## config.mk

```make
export PLATFORM = sky130hd
export DESIGN_NAME = dmem_arbiter
export DESIGN_NICKNAME = d
export VERILOG_FILES = /design/src/rtl/dmem_arbiter.sv
export SDC_FILE = /design/constraint.sdc
export NUM_CORES = 1
export LEC_CHECK = 0
export CORE_MARGIN = 1
export CORE_UTILIZATION = 43
export CTS_CLUSTER_SIZE = 10
export DETAILED_ROUTE_END_ITERATION = 12
export PLACE_DENSITY = 0.76
export SYNTH_ARGS = -nofsm -noshare
export SYNTH_HDL_FRONTEND = slang
export SYNTH_SLANG_ARGS = --single-unit
```

## constraint.sdc

```tcl
create_clock -name clk -period 2.1 [get_ports clk]
set_input_delay 0.63 -clock clk [delete_from_list [all_inputs] [get_ports clk]]
set_output_delay 0.63 -clock clk [all_outputs]
set_load 0.005 [all_outputs]
```

## src/rtl/dmem_arbiter.sv

```systemverilog
// Shares the single-port 16-bit data memory between the pipeline (P) and interrupt unit (I), splitting 32-bit accesses into two words.
// Narrow ack 3 cycles / wide 4 cycles after the req edge; a loser holds req (P sees stall); DMEM_ARB_RR_EN selects round-robin ties.
module dmem_arbiter #(
    parameter int DEPTH = 2048,
    parameter int AW    = 16
) (
    input  logic          clk,
    input  logic          rst,
    input  logic          p_req,
    input  logic          p_we,
    input  logic          p_wide,
    input  logic [AW-1:0] p_addr,
    input  logic [31:0]   p_wdata,
    output logic          p_ack,
    output logic [31:0]   p_rdata,
    output logic          p_err,
    input  logic          i_req,
    input  logic          i_we,
    input  logic          i_wide,
    input  logic [AW-1:0] i_addr,
    input  logic [31:0]   i_wdata,
    output logic          i_ack,
    output logic [31:0]   i_rdata,
    output logic          i_err,
    output logic          stall,
    output logic          mem_read,
    output logic          mem_write,
    output logic [AW-1:0] mem_addr,
    output logic [15:0]   mem_wdata,
    input  logic [15:0]   mem_rdata
);

    typedef enum logic [1:0] {
        S_IDLE = 2'd0,
        S_W0   = 2'd1,
        S_W1   = 2'd2,
        S_RESP = 2'd3
    } state_t;

    localparam logic [AW:0]   DEPTH_X  = (AW+1)'(DEPTH);
    localparam logic [AW:0]   ONE_X    = (AW+1)'(1);
    localparam logic [AW-1:0] ADDR_ONE = AW'(1);

    state_t        r_state;
    state_t        w_state_nxt;

    // Latched request, held for the whole access
    logic          r_own_i;
    logic          r_we;
    logic          r_wide;
    logic          r_err;
    logic [AW-1:0] r_addr;
    logic [15:0]   r_wdata_lo;
    logic [31:0]   r_rbuf;

    logic          r_p_ack;
    logic          r_i_ack;
    logic [31:0]   r_p_rdata;
    logic [31:0]   r_i_rdata;
    logic          r_p_err;
    logic          r_i_err;
    logic          r_mem_read;
    logic          r_mem_write;
    logic [AW-1:0] r_mem_addr;
    logic [15:0]   r_mem_wdata;

    logic          w_any;
    logic          w_pick_i;
    logic          w_sel_we;
    logic          w_sel_wide;
    logic [AW-1:0] w_sel_addr;
    logic [31:0]   w_sel_wdata;
    logic [AW:0]   w_sel_ext;
    logic          w_sel_err;

    logic          w_rd_nxt;
    logic          w_wr_nxt;
    logic [AW-1:0] w_maddr_nxt;
    logic [15:0]   w_mwdat_nxt;

`ifdef DMEM_ARB_RR_EN
    logic          r_last_i;
`endif

    // Arbitration and range check on the request that would be granted this cycle
    always_comb begin
        w_any = p_req | i_req;
`ifdef DMEM_ARB_RR_EN
        w_pick_i = i_req & (~p_req | ~r_last_i);
`else
        w_pick_i = i_req;
`endif
        w_sel_we    = w_pick_i ? i_we    : p_we;
        w_sel_wide  = w_pick_i ? i_wide  : p_wide;
        w_sel_addr  = w_pick_i ? i_addr  : p_addr;
        w_sel_wdata = w_pick_i ? i_wdata : p_wdata;
        w_sel_ext   = {1'b0, w_sel_addr};
        // Extended compare so a wide access at the top address still flags after addr+1 wraps
        w_sel_err   = (w_sel_ext >= DEPTH_X) |
                      (w_sel_wide & ((w_sel_ext + ONE_X) >= DEPTH_X));
    end

    always_ff @(posedge clk) begin
        if (rst) begin
            r_state <= S_IDLE;
        end else begin
            r_state <= w_state_nxt;
        end
    end

    // Next state plus next values of the registered memory strobes
    always_comb begin
        w_state_nxt = r_state;
        w_rd_nxt    = 1'b0;
        w_wr_nxt    = 1'b0;
        w_maddr_nxt = r_mem_addr;
        w_mwdat_nxt = r_mem_wdata;
        case (r_state)
            S_IDLE: begin
                if (w_any) begin
                    w_state_nxt = S_W0;
                    if (!w_sel_err) begin
                        w_rd_nxt    = ~w_sel_we;
                        w_wr_nxt    = w_sel_we;
                        w_maddr_nxt = w_sel_addr;
                        w_mwdat_nxt = w_sel_wide ? w_sel_wdata[31:16] : w_sel_wdata[15:0];
                    end
                end
            end
            S_W0: begin
                w_state_nxt = r_wide ? S_W1 : S_RESP;
                if (r_wide && !r_err) begin
                    w_rd_nxt    = ~r_we;
                    w_wr_nxt    = r_we;
                    w_maddr_nxt = r_addr + ADDR_ONE;
                    w_mwdat_nxt = r_wdata_lo;
                end
            end
            S_W1: begin
                w_state_nxt = S_RESP;
            end
            S_RESP: begin
                w_state_nxt = S_IDLE;
            end
            default: begin
                w_state_nxt = S_IDLE;
            end
        endcase
    end

    always_ff @(posedge clk) begin
        if (rst) begin
            r_own_i     <= 1'b0;
            r_we        <= 1'b0;
            r_wide      <= 1'b0;
            r_err       <= 1'b0;
            r_addr      <= '0;
            r_wdata_lo  <= '0;
            r_rbuf      <= '0;
            r_p_ack     <= 1'b0;
            r_i_ack     <= 1'b0;
            r_p_rdata   <= '0;
            r_i_rdata   <= '0;
            r_p_err     <= 1'b0;
            r_i_err     <= 1'b0;
            r_mem_read  <= 1'b0;
            r_mem_write <= 1'b0;
            r_mem_addr  <= '0;
            r_mem_wdata <= '0;
        end else begin
            r_mem_read  <= w_rd_nxt;
            r_mem_write <= w_wr_nxt;
            r_mem_addr  <= w_maddr_nxt;
            r_mem_wdata <= w_mwdat_nxt;
            r_p_ack     <= 1'b0;
            r_i_ack     <= 1'b0;
            case (r_state)
                S_IDLE: begin
                    if (w_any) begin
                        r_own_i    <= w_pick_i;
                        r_we       <= w_sel_we;
                        r_wide     <= w_sel_wide;
                        r_err      <= w_sel_err;
                        r_addr     <= w_sel_addr;
                        r_wdata_lo <= w_sel_wdata[15:0];
                        r_rbuf     <= '0;
                    end
                end
                S_W0: begin
                    // Memory drove rdata on the negedge inside this cycle
                    if (!r_err && !r_we) begin
                        if (r_wide) begin
                            r_rbuf[31:16] <= mem_rdata;
                        end else begin
                            r_rbuf[15:0] <= mem_rdata;
                        end
                    end
                end
                S_W1: begin
                    if (!r_err && !r_we) begin
                        r_rbuf[15:0] <= mem_rdata;
                    end
                end
                S_RESP: begin
                    if (r_own_i) begin
                        r_i_ack   <= 1'b1;
                        r_i_rdata <= r_rbuf;
                        r_i_err   <= r_err;
                    end else begin
                        r_p_ack   <= 1'b1;
                        r_p_rdata <= r_rbuf;
                        r_p_err   <= r_err;
                    end
                end
                default: begin
                end
            endcase
        end
    end

`ifdef DMEM_ARB_RR_EN
    // Starts as I so that P wins the first tie
    always_ff @(posedge clk) begin
        if (rst) begin
            r_last_i <= 1'b1;
        end else if (r_state == S_IDLE && w_any) begin
            r_last_i <= w_pick_i;
        end
    end
`endif

    assign p_ack     = r_p_ack;
    assign p_rdata   = r_p_rdata;
    assign p_err     = r_p_err;
    assign i_ack     = r_i_ack;
    assign i_rdata   = r_i_rdata;
    assign i_err     = r_i_err;
    assign mem_read  = r_mem_read;
    assign mem_write = r_mem_write;
    assign mem_addr  = r_mem_addr;
    assign mem_wdata = r_mem_wdata;
    // Combinational on p_req so the pipeline freezes in the very cycle it first asks
    assign stall     = p_req & ~r_p_ack & ~rst;

endmodule

```

==> results of run 1 <==
[worst max path at each step]
stage | start | endpoint | slack, ns | cells after the start
2_1_floorplan | i_addr[13] | mem_addr[0]$_SDFFE_PP0P_ | -0.04 | 7
3_3_place_gp | i_addr[13] | mem_wdata[2]$_SDFFE_PP0P_ | -0.54 | 7
3_5_place_dp | i_addr[13] | mem_addr[15]$_SDFFE_PP0P_ | -0.60 | 7
4_1_cts | p_addr[1] | mem_addr[3]$_SDFFE_PP0P_ | 0.006 | 8
5_1_grt | p_addr[14] | mem_addr[4]$_SDFFE_PP0P_ | -0.003 | 9
6_report | p_addr[14] | mem_wdata[2]$_SDFFE_PP0P_ | 0.04 | 8
[logic make-up after synthesis]
logic type / Yosys count
AND/OR/NAND/NOR: 373
buffers and inverters: 86
multiplexers: 96
XOR/XNOR: 13
adder cells (fa/ha/maj): 6
AO/OA/AOI/OAI: 200
flip-flops: 172
[sequential cells by signal, summed over array words and instances (netlist names), 2 cells and up]
name,count
r_rbuf,32
r_addr,16
r_state,2
p_rdata,32
i_rdata,32
mem_wdata,16
mem_addr,16
r_wdata_lo,16
[worst max-delay path: stages]
cell and delay [ns]:
clkdlybuf4s15_1 0.22, nor4_4 0.27, a22oi_2 0.12, a221o_1 0.34
a21o_2 0.22, buf_6 0.14, buf_12 0.14, mux2_4 0.30
[cell usage in the layout, fill, tap and decap left out, types with 16 or more instances in the layout]
cell type	Yosys	routed
a211oi_1	36	36
a21oi_1	126	126
buf_4	1	48
clkbuf_16	0	17
clkdlybuf4s50_1	0	188
dfxtp_1	172	172
mux2_2	19	17
mux2_4	10	20
mux2i_1	59	58
nand2_1	206	206
nand2b_1	16	16
nand3_1	40	38
nor2_1	51	51
nor2b_1	25	21
o211ai_1	16	16
[routing by layer]
layer	GRT usage (%)	vias to the layer above	wire, um
li1	-	3705	-
met1	30.20	3575	9853
met2	41.95	198	11560
met3	6.990	50	1467
met4	9.829	0	655
met5	0	-	0
[area by class of cell]
| cell class | count | share of cell area [%] |
|---|---|---|
| sequential | 172 | 30.16 |
| clock buffer | 18 | 3.847 |
| timing repair buffer | 283 | 25.02 |
| antenna | 1 | 0.02192 |
| tap | 229 | 2.510 |
| inverter | 6 | 0.1973 |
| multi-input combinational | 688 | 36.89 |
| clock inverter | 14 | 1.348 |
[metrics by stage]
stage | cell area (um^2) | instances | setup WS (ns) | hold slack [ns]
global route | 11420 | 1411 | -0.002625 | 0.4728
CTS | 11320 | 1407 | 0.005995 | 0.4569
floorplan | 7908 | 946 | -0.03609 | 0.4453
finish | 11420 | 1411 | 0.04310 | 0.4534
global placement | 10530 | 1368 | -0.5431 | 0.4413
detailed placement | 10530 | 1368 | -0.6002 | 0.4475
[repair_timing]
| item | CTS | global route |
|---|---|---|
| resized for setup | 49 | 29 |
| endpoints found under the setup margin | 33 | 45 |
| pin swaps | 12 | 8 |
| setup buffers | 4 | 3 |
| gates cloned | 4 | 0 |
[report_power, final]
group / internal [mW] / leakage, nW / switching [mW]
clock: 1.61 / 0.279 / 1.48
sequential: 3.82 / 1.40 / 0.407
combinational: 2.29 / 2.72 / 2.16
total: 7.72 / 4.40 / 4.04
==> results.cfg, run 1 <==
[clock_tree]
cts_tree = done
cts_hold_buf = 0
cts_buffer_depth = 2
cts_made_buffers = 17
root_buffer = clkbuf_16
clkTransAtPathRegs_ns = 0.07
cts_sinks = 172
cts_max_level = 4
clock_latency_ns = 0.44

[power]
p_leak_nw = 4.402
powerDensity_nw_per_um2 = 1031
vdd_drop_max_uv = 735.2
fin_total_pwr_mw = 11.77

[synthesis]
synth-seq-area-share_pct = 43.77
synth_xor_xnor_area_share_pct = 1.447
syn_inst = 946
synth_cell_types = 43
synth-adder-area-share_pct = 0.9542
synth_compound_area_share_pct = 15.08
synth_commonest_cells = nand2_1 (206), dfxtp_1 (172), a21oi_1 (126)
synth_top_family_by_area = simple AND/OR/NAND/NOR gates
yosys_warnings = 0
synth_edf_count = 0
netlist.area_leader.share_pct = 43.77
yosysMostFrequentCell = nand2_1
syn_avg_cell_area_um2 = 8.317
yosysTopAreaCell = dfxtp_1
synth-seq-cells = 172
synth-async-reset-ratio_pct = 0
synthesis.area_um2 = 7868
yosys.area_share.simple_pct = 20.99
synth_area_leaders = dfxtp_1 (44%), nand2_1 (9.8%), a21oi_1 (8.0%)
syn_nets = 1072
synth_ff_type = dfxtp_1
synthMuxAreaShare_pct = 13.28

[critical_path]
worst_ep_required_time_ns = 2.42
crit_type = input pin to flop
timing.reg2reg.setup_slack_ns = 0.09
worstPathArrival_ns = 2.38
r2r-start = r_state[0]$_SDFFE_PP0N_
cp-start-kind = input pin
path_max_fanout = 6
critPathCaptureType = flop
worstReg2RegEnd = mem_wdata[2]$_SDFFE_PP0P_
r2r_cells = 8

[outcome]
status = finished, final reports clean

[timing]
max_freq_mhz = 486.2
rsz0062_at_grt = yes
tns_ns = 0
setup_viol = 0
fin_skew_ns = 0.009446
post-route-min-period_ns = 2.057
tightest_slew_ns = 0.8320
final.period_utilization_pct = 97.95
slew_headroom_pct = 44.54
slew_violations = 0
hold_violations = 0

[die]
die-area_um2 = 18840
die_width_um = 137.3
coreArea_um2 = 17960
std_cell_rows = 49
start_util_pct = 43.80
die_h_um = 137.3
io_pins = 223

[placed_design]
place_hpwl_mm = 16.25
gp_congestion = 0.8375
portBuffers = 222

[route]
drc = 0
routed_wl_mm = 23.53
drtPass1Iterations = 5
vias_per_cell = 5.335
avgRoutedWirePerCell_um = 16.68
vias = 7528
antenna_left = 0
drt_iter0_markers = 476

[final_layout]
fin_nets = 1294
areaGrowthSynthToFinish_pct = 45.10
n_fill_cell = 1493
seq_area_um2 = 3443
fin_util_pct = 63.55
multi_input_area_um2 = 4212
drive_above_1_share_pct = 13.12

[global_routing]
grt_max_degree = 204
grt_pass1_wl_mm = 36.50
grt_pass1_vias = 7138
grt_antenna_before_repair = 1
grt.overflow.total = 0
grt_usage_pct = 25.02

[hold_path]
min-delay-path-class = flop to flop
hold_path_depth = 2
worst_hold_path.endpoint = i_rdata[16]$_SDFFE_PP0P_
hold_start = i_rdata[16]$_SDFFE_PP0P_

[job]
maxCapViolations = 0
Note: power is estimated with default switching activity, not from simulation.
==> inputs of run 2 (changes only) <==
--- a/config.mk
+++ b/config.mk
@@ -5,6 +5,7 @@
 export SDC_FILE = /design/constraint.sdc
 export NUM_CORES = 1
 export LEC_CHECK = 0
+export CAP_MARGIN = 20
 export CORE_MARGIN = 1
 export CORE_UTILIZATION = 43
 export CTS_CLUSTER_SIZE = 10
==> results of run 2 <==
The final DEF is identical to that of run 1; final timing and power are the same.
==> variant: new RTL, settings of run 1 <==
The 4 states of `state_t` get a Gray code encoding in 2 bits.
--- a/src/rtl/dmem_arbiter.sv
+++ b/src/rtl/dmem_arbiter.sv
@@ -31,10 +31,10 @@
 );
 
     typedef enum logic [1:0] {
-        S_IDLE = 2'd0,
-        S_W0   = 2'd1,
-        S_W1   = 2'd2,
-        S_RESP = 2'd3
+        S_IDLE = 2'b00,
+        S_W0   = 2'b01,
+        S_W1   = 2'b11,
+        S_RESP = 2'b10
     } state_t;
 
     localparam logic [AW:0]   DEPTH_X  = (AW+1)'(DEPTH);
Formal check against the unedited RTL: same outputs for any inputs over 4 cycles, from zero or initial values and one cycle with rst high; so few cycles prove little.
==> variant against run 1 <==
Sequential cell count unchanged. Count of clock-buffer cells in the layout shrank 1. Design area is 1.3% lower. Non-clock buffer count up 3. Wire length is 3.8% lower. Setup slack got worse by 0.026 ns. Via count fell by 2.7%. Synthesized area fell by 1.3%.
Power is not compared: it rests on default switching activity, and its combinational part moved more than twofold at a synthesized area within 25%.
==> variant: results (changes against run 1) <==
Cells and area
  • Layout cells sized above 1: 0.122 (-0.00938)
  • Non-CTS buffers: 286 (+1.1%)
  • Non-Clock Inverter Count: 2 (-4)
  • Final net count: 1,265 (-2.2%)
  • Fillers: 1,479 (-0.94%)
  • Non-clk buf share: 0.248 (-0.00180)
  • ClkCell Share: 0.0537 (+0.00171)
  • Area of the multi-input gates: 4130 sq um (-2.0%)
  • # clk buffers: 17 (-1)
  • Comb_multi_in: 665 (-3.3%)
  • Sequential share of cell area: 0.306 (+0.00412)
  • # diodes: 0 (-1)

Placed design
  • HPWL after DPL: 16,200 um (-0.57%)
  • DP Area: 10,400 sq um (-0.81%)
  • GP Congestion: 0.923 (+10%)

Worst hold path
  • Hold_sp: p_rdata[10]
  • Worst Hold End: p_rdata[10]
  • HP Class: flip-flop to flip-flop
  • Hold path depth: 2 (unchanged)

GRT
  • Total GRT Usage: 0.245 (-0.00494)
  • Largest net degree at the start of global routing: 94 (-54%)
  • First-pass GRT wire length: 35,100 um (-3.9%)
  • Initial antenna violation count: 0 (-1)
  • Number of global-route vias before repair: 6,853 (-4.0%)

Clocking
  • CTS root buf: clkbuf_16
  • Latest clock arrival within the worst-skew pair: 0.44 ns (about the same)
  • Post-cts sizing count: 56 (+14%)
  • Post-CTS Setup Repair Bufs: 7 (+3)
  • # H-tree levels: 4 (unchanged)

Worst setup path
  • Critical Path End: mem_addr[14]
  • Worst R2R Setup Slack: 0.25 ns (+0.16 ns)
  • Critical path peak fanout: 7 (+1)
  • Slowest-stage cell, CP: o32ai_2
  • Crit path DAT: 2.40 ns (+0.02 ns)
  • Worst Reg2Reg Path Length in Cells: 7 (-1)
  • R2R Path End: r_rbuf[25]
  • Setup crit start: i_req

Status
  • Status: completed

Synth
  • Mapped Nets: 1,034 (-3.5%)
  • Seq cells post-synth: 172 (unchanged)
  • Ys Warns: 0 (unchanged)
  • Async SR Flop Fraction: 0 (unchanged)
  • Unique masters post-synth: 46 (+7.0%)
  • Seq/Total Area, Yosys: 0.444 (+0.00593)
  • Dominant synthesized flop cell: dfxtp_1
  • Area contributors post-synth: dfxtp_1, mux2i_1, nand2_1
  • Commonest cells post-synth: nand2_1, dfxtp_1, a21oi_1

STA
  • Layout Skew: 0.0134 ns (+0.00400 ns)
  • Max-slew headroom: 0.378 (-0.0674)

Drt
  • DR vias/cell: 5.30 (-0.68%)
  • WL final: 22,600 um (-3.8%)
  • Initial DRC count: 447 (-6.1%)
  • Detailed Routing Iterations Pass 1: 7 (+2)

Power and ir drop
  • Maximum VDD drop: 0.000695 V
  • Psw: 2.28 mW
  • Leakage power: 4.45 nW
==> variant: cell count changes in the layout (fill, tap and decap cells not counted), sizes merged, moves of 6 or more <==
cell and change:
nand3 -12, a21oi -27, a2111oi +7, nand2b -16, mux2i +36, a31o +6, nor2b -7, nor3 +7
dlygate4sd2 +9, nor2 +11, and2 +12, mux2 -14, nand2 -13
==> variant: power groups by stage <==
stage                     logic, mW  clock network [mW]  registers [mW]
after CTS                      1.50                3.27            3.56
after global routing           1.62                3.40            3.58
after floorplan               0.787                   0            3.61
after global placement         1.42                   0            3.63
after detailed placement       1.44                   0            3.63
final                          1.50                3.22            3.56
==> variant: worst max-delay path: cells and delay by family <==
family | cells | cell delay (ns)
AOI/OAI and AO/OA | 3 | 0.82
buffers and inverters | 3 | 0.50
muxes | 1 | 0.30
and+or+nand+nor | 1 | 0.16
==> variant: through the flow <==
step,setup slack [ns],setup TNS [ns],std cells,hold WS (ns),utilization
final,0.0167,0,1382,0.456,0.644
after floorplan,-0.312,-6.11,913,0.445,-
after global placement,-0.759,-28.64,1342,0.441,0.598
after CTS,0.00955,0,1382,0.457,0.642
after global routing,-0.0181,-0.0181,1382,0.472,0.644
after detailed placement,-0.784,-30.71,1342,0.447,0.598
==> variant: layer usage <==
metal  GRT usage  part of all wire
met5           0                 0
met4      0.0815             0.020
met3      0.0731             0.078
met2       0.408              0.48
met1       0.301              0.43
==> variant: logic make-up (layout without fill, tap and decap cells) <==
logic type | after synthesis | after routing | share of synthesized area
DFF | 172 | 172 | 0.444
buffers and inverters | 76 | 320 | 0.0432
muxes | 118 | 118 | 0.156
and+or+nand+nor | 352 | 352 | 0.197
adders and majority gates | 1 | 1 | 0.00161
xor gates and xnor gates | 14 | 14 | 0.0158
AOI/OAI and AO/OA | 180 | 180 | 0.143
